## src/rtl/mux4_arbiter_if.sv

```systemverilog
// Requester/consumer bus of the 4:1 round-robin arbiter.
// master: arbiter side; slave: requesters plus downstream consumer.
interface mux4_arbiter_if #(parameter int WIDTH = 32);
  logic [3:0]       req;
  logic [WIDTH-1:0] d0, d1, d2, d3;
  logic             y_ready;
  logic [WIDTH-1:0] y;
  logic             y_valid;
  logic [1:0]       sel;
  logic [3:0]       grant;
  logic [3:0]       ack;

  modport master (
    input  req, d0, d1, d2, d3, y_ready,
    output y, y_valid, sel, grant, ack
  );
  modport slave (
    output req, d0, d1, d2, d3, y_ready,
    input  y, y_valid, sel, grant, ack
  );
endinterface

```

## src/rtl/mux4_arbiter.sv

```systemverilog
// Round-robin arbiter driving a 4:1 select into a registered valid/ready output.
// Define ARB_FIXED_PRIO_EN for fixed priority (requester 0 highest, no rotating pointer).
module mux4_arbiter #(
  parameter int WIDTH = 32
) (
  input  logic          clk,
  input  logic          clrn,
  mux4_arbiter_if.master bus
);
  typedef enum logic {IDLE, BUSY} state_t;

  state_t           state;
  logic             hs;
  logic [3:0]       mreq;
  logic [1:0]       base;
  logic [1:0]       w;
  logic             found;
  logic [WIDTH-1:0] dmux;

  assign hs      = bus.y_valid & bus.y_ready;
  assign bus.ack = hs ? (4'b0001 << bus.sel) : 4'b0000;
  // The word being consumed this cycle must not win the re-arbitration.
  assign mreq    = bus.req & ~bus.ack;

`ifdef ARB_FIXED_PRIO_EN
  assign base = 2'd0;
`else
  logic [1:0] ptr;
  assign base = ptr;
`endif

  always_comb begin
    logic [1:0] idx;
    found = 1'b0;
    w     = 2'd0;
    idx   = 2'd0;
    for (int i = 0; i < 4; i++) begin
      idx = base + 2'(i);
      if (!found && mreq[idx]) begin
        found = 1'b1;
        w     = idx;
      end
    end
  end

  always_comb begin
    case (w)
      2'd0:    dmux = bus.d0;
      2'd1:    dmux = bus.d1;
      2'd2:    dmux = bus.d2;
      default: dmux = bus.d3;
    endcase
  end

  always_ff @(posedge clk or negedge clrn) begin
    if (!clrn) begin
      state       <= IDLE;
`ifndef ARB_FIXED_PRIO_EN
      ptr         <= 2'd0;
`endif
      bus.y       <= '0;
      bus.y_valid <= 1'b0;
      bus.sel     <= 2'd0;
      bus.grant   <= 4'b0000;
    end else if ((state == IDLE) || hs) begin
      if (found) begin
        state       <= BUSY;
`ifndef ARB_FIXED_PRIO_EN
        ptr         <= w + 2'd1;
`endif
        bus.y       <= dmux;
        bus.y_valid <= 1'b1;
        bus.sel     <= w;
        bus.grant   <= 4'b0001 << w;
      end else begin
        state       <= IDLE;
        bus.y_valid <= 1'b0;
        bus.grant   <= 4'b0000;
      end
    end
  end
endmodule

```

## src/flat_wrapper.sv

```systemverilog
// flat-port wrapper written by rule: the top's interface ports become plain ports
module mux4_arbiter_flat 
#(
  parameter int WIDTH = 32
)
  (clk, clrn, bus_req, bus_d0, bus_d1, bus_d2, bus_d3, bus_y_ready, bus_y, bus_y_valid, bus_sel, bus_grant, bus_ack);
  mux4_arbiter_if #(.WIDTH(WIDTH)) bus_i ();
  input  logic clk;
  input  logic clrn;
  input wire logic [$bits(bus_i.req)-1:0] bus_req;
  input wire logic [$bits(bus_i.d0)-1:0] bus_d0;
  input wire logic [$bits(bus_i.d1)-1:0] bus_d1;
  input wire logic [$bits(bus_i.d2)-1:0] bus_d2;
  input wire logic [$bits(bus_i.d3)-1:0] bus_d3;
  input wire logic [$bits(bus_i.y_ready)-1:0] bus_y_ready;
  output wire logic [$bits(bus_i.y)-1:0] bus_y;
  output wire logic [$bits(bus_i.y_valid)-1:0] bus_y_valid;
  output wire logic [$bits(bus_i.sel)-1:0] bus_sel;
  output wire logic [$bits(bus_i.grant)-1:0] bus_grant;
  output wire logic [$bits(bus_i.ack)-1:0] bus_ack;
  assign bus_i.req = bus_req;
  assign bus_i.d0 = bus_d0;
  assign bus_i.d1 = bus_d1;
  assign bus_i.d2 = bus_d2;
  assign bus_i.d3 = bus_d3;
  assign bus_i.y_ready = bus_y_ready;
  assign bus_y = bus_i.y;
  assign bus_y_valid = bus_i.y_valid;
  assign bus_sel = bus_i.sel;
  assign bus_grant = bus_i.grant;
  assign bus_ack = bus_i.ack;
  mux4_arbiter #(.WIDTH(WIDTH)) u_core (.clk(clk), .clrn(clrn), .bus(bus_i));
endmodule
```

## config.mk

```make
export PLATFORM = sky130hd
export DESIGN_NAME = mux4_arbiter_flat
export DESIGN_NICKNAME = d
export VERILOG_FILES = /design/src/rtl/mux4_arbiter_if.sv /design/src/rtl/mux4_arbiter.sv /design/src/flat_wrapper.sv
export SDC_FILE = /design/constraint.sdc
export NUM_CORES = 1
export LEC_CHECK = 0
export ABC_AREA = 0
export BUFFER_PORTS_ARGS = -buffer_cell sky130_fd_sc_hd__buf_4
export CAP_MARGIN = 20
export CORE_UTILIZATION = 44
export CTS_BUF_LIST = sky130_fd_sc_hd__clkbuf_8
export CTS_CLUSTER_DIAMETER = 120
export DETAILED_ROUTE_END_ITERATION = 16
export HOLD_SLACK_MARGIN = 0.15
export PLACE_DENSITY = 0.86
export SLEW_MARGIN = 0
export SYNTH_ARGS = -nofsm -noshare
export SYNTH_HDL_FRONTEND = slang
export SYNTH_SLANG_ARGS = --single-unit
```

## constraint.sdc

```tcl
create_clock -name clk -period 3.6 [get_ports clk]
set_clock_uncertainty 0.2 [all_clocks]
set_input_delay 0.72 -clock clk [delete_from_list [all_inputs] [get_ports clk]]
set_output_delay 0.72 -clock clk [all_outputs]
set_load 0.02 [all_outputs]
```

Word-level counts from Yosys, hierarchy flattened
Cells that the tools add are included.

cells by class
  bitwise logic cells = 4
  reductions and logical operators = 9
  magnitude comparators = 4
  multiplexer cells = 20
  shift operators = 2
  add/subtract/negate cells = 4
  equality and inequality tests = 2

operators by type and width
  kind                 count
  $pmux 32 s3          1
  $lt 2x3->1 const B   4
  $mux 1               9
  $bmux 1 s2           4
  $mux 2               4
  $mux 4               2
  $shl 1x2->4 const A  2
  $add 2x1->2 const B  2
  $add 2x2->2 const B  2
  $and 4x4->4          1
  $not 4->4            1
  $logic_and 1x1->1    3
  $logic_not 1->1      3
  $eq 2x1->1 const B   1
  $eq 2x2->1 const B   1
  $logic_not 2->1      1
  $reduce_and 2->1     1
  $and 1x1->1          1
  $logic_or 1x1->1     1
  $not 1->1            1

storage, ports and cells
  output and inout bits = 43
  register bits = 41
  word-level logic and storage cells = 50
  input bits = 135

Longest topological paths before layout
  depth in word-level cells = 18
  depth in mapped cells = 12
  mapped depth without buffers = 9

Worst setup path before layout
OpenSTA, ideal clock, no wires.

  path kind = input-to-reg
  from = in bus_y_ready
  to = reg u_core.bus.y[10]
  path slack = 0.547 ns
  setup time = 0.125 ns
  arrival time = 2.728 ns
  stages = 10
  buffers on the path = 2
  required time = 3.275 ns
  path through = nand4_1 > and3_1 > o31ai_1 > inv_1 > ha_1 > clkbuf_1 > clkbuf_1 > a222oi_1 > o21ai_0 > mux2_4

on the way
  longest elaborated chain between the ends = 18
  elaborated cells between the ends (all ways) = 32
  those cells by class = 2 x eq/ne; 18 x mux; 3 x bitwise; 9 x reduce/logical

RTL lines
  what                                      line                   RTL
  start: declaration                        flat_wrapper.sv:15     input wire logic [$bits(bus_i.y_ready)-1:0] bus_y_ready;
  $and 1x1->1 *                             mux4_arbiter.sv:20     assign hs = bus.y_valid & bus.y_ready;
  $mux 4 *                                  mux4_arbiter.sv:21     assign bus.ack = hs ? (4'b0001 << bus.sel) : 4'b0000;
  $not 4->4 *                               mux4_arbiter.sv:23     assign mreq = bus.req & ~bus.ack;
  $and 4x4->4 *                             mux4_arbiter.sv:23
  $bmux 1 s2                                mux4_arbiter.sv:39     if (!found && mreq[idx]) begin
  $mux 1 (not written as such)              mux4_arbiter.sv:39
  $mux 1                                    mux4_arbiter.sv:39
  $logic_not 1->1                           mux4_arbiter.sv:39
  [... 3 more ...]                          -
  $logic_and 1x1->1                         mux4_arbiter.sv:39
  $mux 1                                    mux4_arbiter.sv:39
  $logic_not 1->1                           mux4_arbiter.sv:39
  $logic_and 1x1->1                         mux4_arbiter.sv:39
  $mux 2 *                                  mux4_arbiter.sv:39
  named net u_core.w[1]                     mux4_arbiter.sv:16     logic [1:0] w;
  $eq 2x2->1, or another cell as far along  mux4_arbiter.sv:47     case (w)
  $pmux 32 s3 *                             mux4_arbiter.sv:47
  end signal: assignment                    mux4_arbiter.sv:71     bus.y <= dmux;
  end: declaration                          mux4_arbiter_if.sv:15  output y, y_valid, sel, grant, ack

Mark *: on every way through the listed nets, which the timed path passes. The rest lies on a longest branch. The select of a mux whose other input is x is not followed.
A chain may end at the register's enable or synchronous reset.

Worst setup path after layout
  from = reg u_core.bus.sel[0]
  to = reg u_core.bus.y[0]

on the way
  longest elaborated chain between the ends = 18
  elaborated cells between the ends (all ways) = 31
  those cells by class = 2 x eq/ne; 1 x shift; 18 x mux; 2 x bitwise; 8 x reduce/logical

RTL lines
  what                                      line                   RTL
  start: declaration                        mux4_arbiter_if.sv:15
  start signal: assignment                  mux4_arbiter.sv:73     bus.sel <= w;
  $shl 1x2->4 *                             mux4_arbiter.sv:21
  $mux 4 *                                  mux4_arbiter.sv:21
  $not 4->4 *                               mux4_arbiter.sv:23
  $and 4x4->4 *                             mux4_arbiter.sv:23
  $bmux 1 s2                                mux4_arbiter.sv:39
  $mux 1 (not written as such)              mux4_arbiter.sv:39
  $mux 1                                    mux4_arbiter.sv:39
  $logic_not 1->1                           mux4_arbiter.sv:39
  [... 3 more ...]                          -
  $logic_and 1x1->1                         mux4_arbiter.sv:39
  $mux 1                                    mux4_arbiter.sv:39
  $logic_not 1->1                           mux4_arbiter.sv:39
  $logic_and 1x1->1                         mux4_arbiter.sv:39
  $mux 2 *                                  mux4_arbiter.sv:39
  named net u_core.w[1]                     mux4_arbiter.sv:16
  $eq 2x2->1, or another cell as far along  mux4_arbiter.sv:47
  $pmux 32 s3 *                             mux4_arbiter.sv:47

Marked as above.

==> impl_metrics.ini <==
[die]
start_util_pct = 45.5
pin_count = 178
rows = 28
die_x_um = 80.3
core_um2 = 5920
fp.dieArea_um2 = 6440
dieHeight_um = 80.3

[layout]
num-nets-final = 549
diodes = 0
layout-drive-gt1-share_pct = 57.1
mostFrequentLayoutCells = 185 x buf_4, 41 x dfrtp_1, 34 x mux2_4
area_growth_pct = 52.9
final_common_cell = buf_4
nFillCells = 468

[placement]
preCtsSetupSlack_ns = 0.167
port_buffers = 177
gp_congestion = 0.798
hpwl_um = 6210

[global_route]
grt_max_degree = 65
grt_most_used_layer = met2
grt_use_met2_pct = 44.1
grtUsageMet1_pct = 32.1
grt_antenna_before_repair = 0
met3_usage_pct = 5.68
grt_pass1_wl_um = 12700
first_global_vias = 2669
grt_use_total_pct = 25.5
overflow = 0

[routing]
vias = 2744
drtIter0Drc = 217
drt.antenna.violating_nets = 0
post_drt_wl_per_cell_um = 17.2
drt-total-wl_um = 8350
viasPerCell = 5.66
drc = 0
drtPass1Iterations = 10

[sta]
finalMaxSlewViolations = 0
rsz0062_at_grt = no
setup_viol = 0
hold_slack_ns = 0.196
fin_crit_ns = 3.24
slew_headroom_pct = 34.1
hold_viol = 0
maxClockFrequency_ghz = 0.308
fin_setup_tns_ns = 0
finalWorstSetupSlack_ns = 0.357
period_share_pct = 90.1
tightest_slew_ns = 0.989

[clock_tree]
clkTransAtPathRegs_ns = 0.08
tritoncts = built
h-tree-depth = 2
cts_made_buffers = 5
clockBufferDepth = 2
postCtsSetupBuffers = 0
clock_sinks = 41
cts_resized = 0
clk_latency_ns = 0.29
ctsHoldBuffers = 0
root_buffer = clkbuf_8

[worst_setup_path]
worstSetupPathType = flop to flop
arrival_ns = 3.22
cp.required_ns = 3.58
startpoint = u_core.bus.sel[0]
critPathLaunchType = flop
crit_fanout = 17
r2r_start = u_core.bus.sel[0]
end_kind = flop

[power]
internal_power_w = 0.00195
p_switching_w = 0.00133
p_per_area_nw_per_um2 = 794
combPwrFrac_pct = 62.6
switching_share_pct = 40.5
clkPwrFrac_pct = 11.7
cellLeakagePower_nw = 2.09
p_total_w = 0.00327
ir_drop_v = 0.000536
pwr-share-seq_pct = 25.8

[synthesis]
syn-cell-area_um2 = 2700
ys.warnings.count = 0
syn-instance-count = 242
syn_nets = 382
ys.flop_type = dfrtp_1
synth_seq_cells = 41
avgSynthCellArea_um2 = 11.1
ys_async_sr_fraction_pct = 100
synth_edf_count = 0
ys_seq_area_share_pct = 38.1
synth.distinct_cells = 39

[hold_path]
hp-class = input pin to async pin

[outcome]
status = finished clean

[run]
drv_cap = 0
-- metrics by stage --
stage	instances	utilization (%)	area (um2)
2_1_floorplan	242	-	2700
3_3_place_gp	477	67.6	4010
3_5_place_dp	477	67.6	4010
4_1_cts	485	69.6	4120
5_1_grt	485	69.6	4120
6_report	485	69.6	4120
-- path summary, 6_finish.rpt --
path	endpoint	slack, ns	cells after the start
setup / recovery	u_core.bus.y[0]	0.36	9
max in group asynchronous	u_core.bus.y[7]	2.64	1
hold reg to reg	u_core.bus.y[29]	0.32	1
setup reg to reg	u_core.bus.y[0]	0.36	9
hold / removal	u_core.bus.y_valid	0.20	1
min in group clk	u_core.bus.y[29]	0.32	1
-- state kept, by name, summed over array words and instances, names as in the netlist --
name / flops
u_core.bus.sel: 2
u_core.bus.y: 32
u_core.bus.grant: 4
u_core.base: 2
u_core.bus.y_valid: 1
-- critical path: stages, from the launching register on --
cell and delay, ns:
dfrtp_1 0.52, nand4bb_1 0.26, a32oi_1 0.14, o31ai_1 0.52, inv_1 0.18, ha_1 0.26, buf_4 0.21, a222oi_1 0.38
o21ai_0 0.15, mux2_4 0.30
-- area by class of cell --
class,count,area [um2],share of cell area (%)
Multi-Input combinational cell,167,1460,35.5
Timing Repair Buffer,185,1390,33.7
Sequential cell,41,1030,24.9
Tap cell,75,93.8,2.28
Clock buffer,6,82.6,2.00
Clock inverter,2,33.8,0.820
Inverter,9,33.8,0.820
-- logic make-up after synthesis --
family / after synthesis / synth area share [%]
AO/OA/AOI/OAI: 81 / 24.2
adder cells (fa/ha/maj): 5 / 2.32
buffers and inverters: 34 / 7.75
flip-flops: 41 / 38.1
AND/OR/NAND/NOR: 46 / 8.36
multiplexers: 35 / 19.3
-- synthesized netlist by cell type (2+ instances only) --
cell             number  area [um2]
nand2_1              33         124
buf_6                 5        56.3
clkdlybuf4s50_2       3        33.8
clkbuf_8              2        27.5
dfrtp_1              41        1030
a22o_1                4        35.0
o22ai_1               2        12.5
a222oi_1             32         320
ha_1                  5        62.6
inv_1                 8        30.0
mux2_4               34         510
clkbuf_1             14        52.6
o21ai_0              32         160
and3_1                2        12.5
-- power groups by stage --
stage               Sequential, W  Combinational (W)  Clock [W]
finish                   0.000843            0.00205   0.000381
global route             0.000869            0.00222   0.000402
CTS                      0.000842            0.00206   0.000385
detailed placement       0.000841            0.00206          0
global placement         0.000840            0.00200          0
floorplan                 0.00106            0.00115          0
-- routing by layer --
metal	up-vias	wire length, um
met5	-	0
met4	0	66
met3	8	563
met2	132	4300
met1	1325	3410
li1	1279	-
Note: power is estimated with default switching activity, not from simulation.
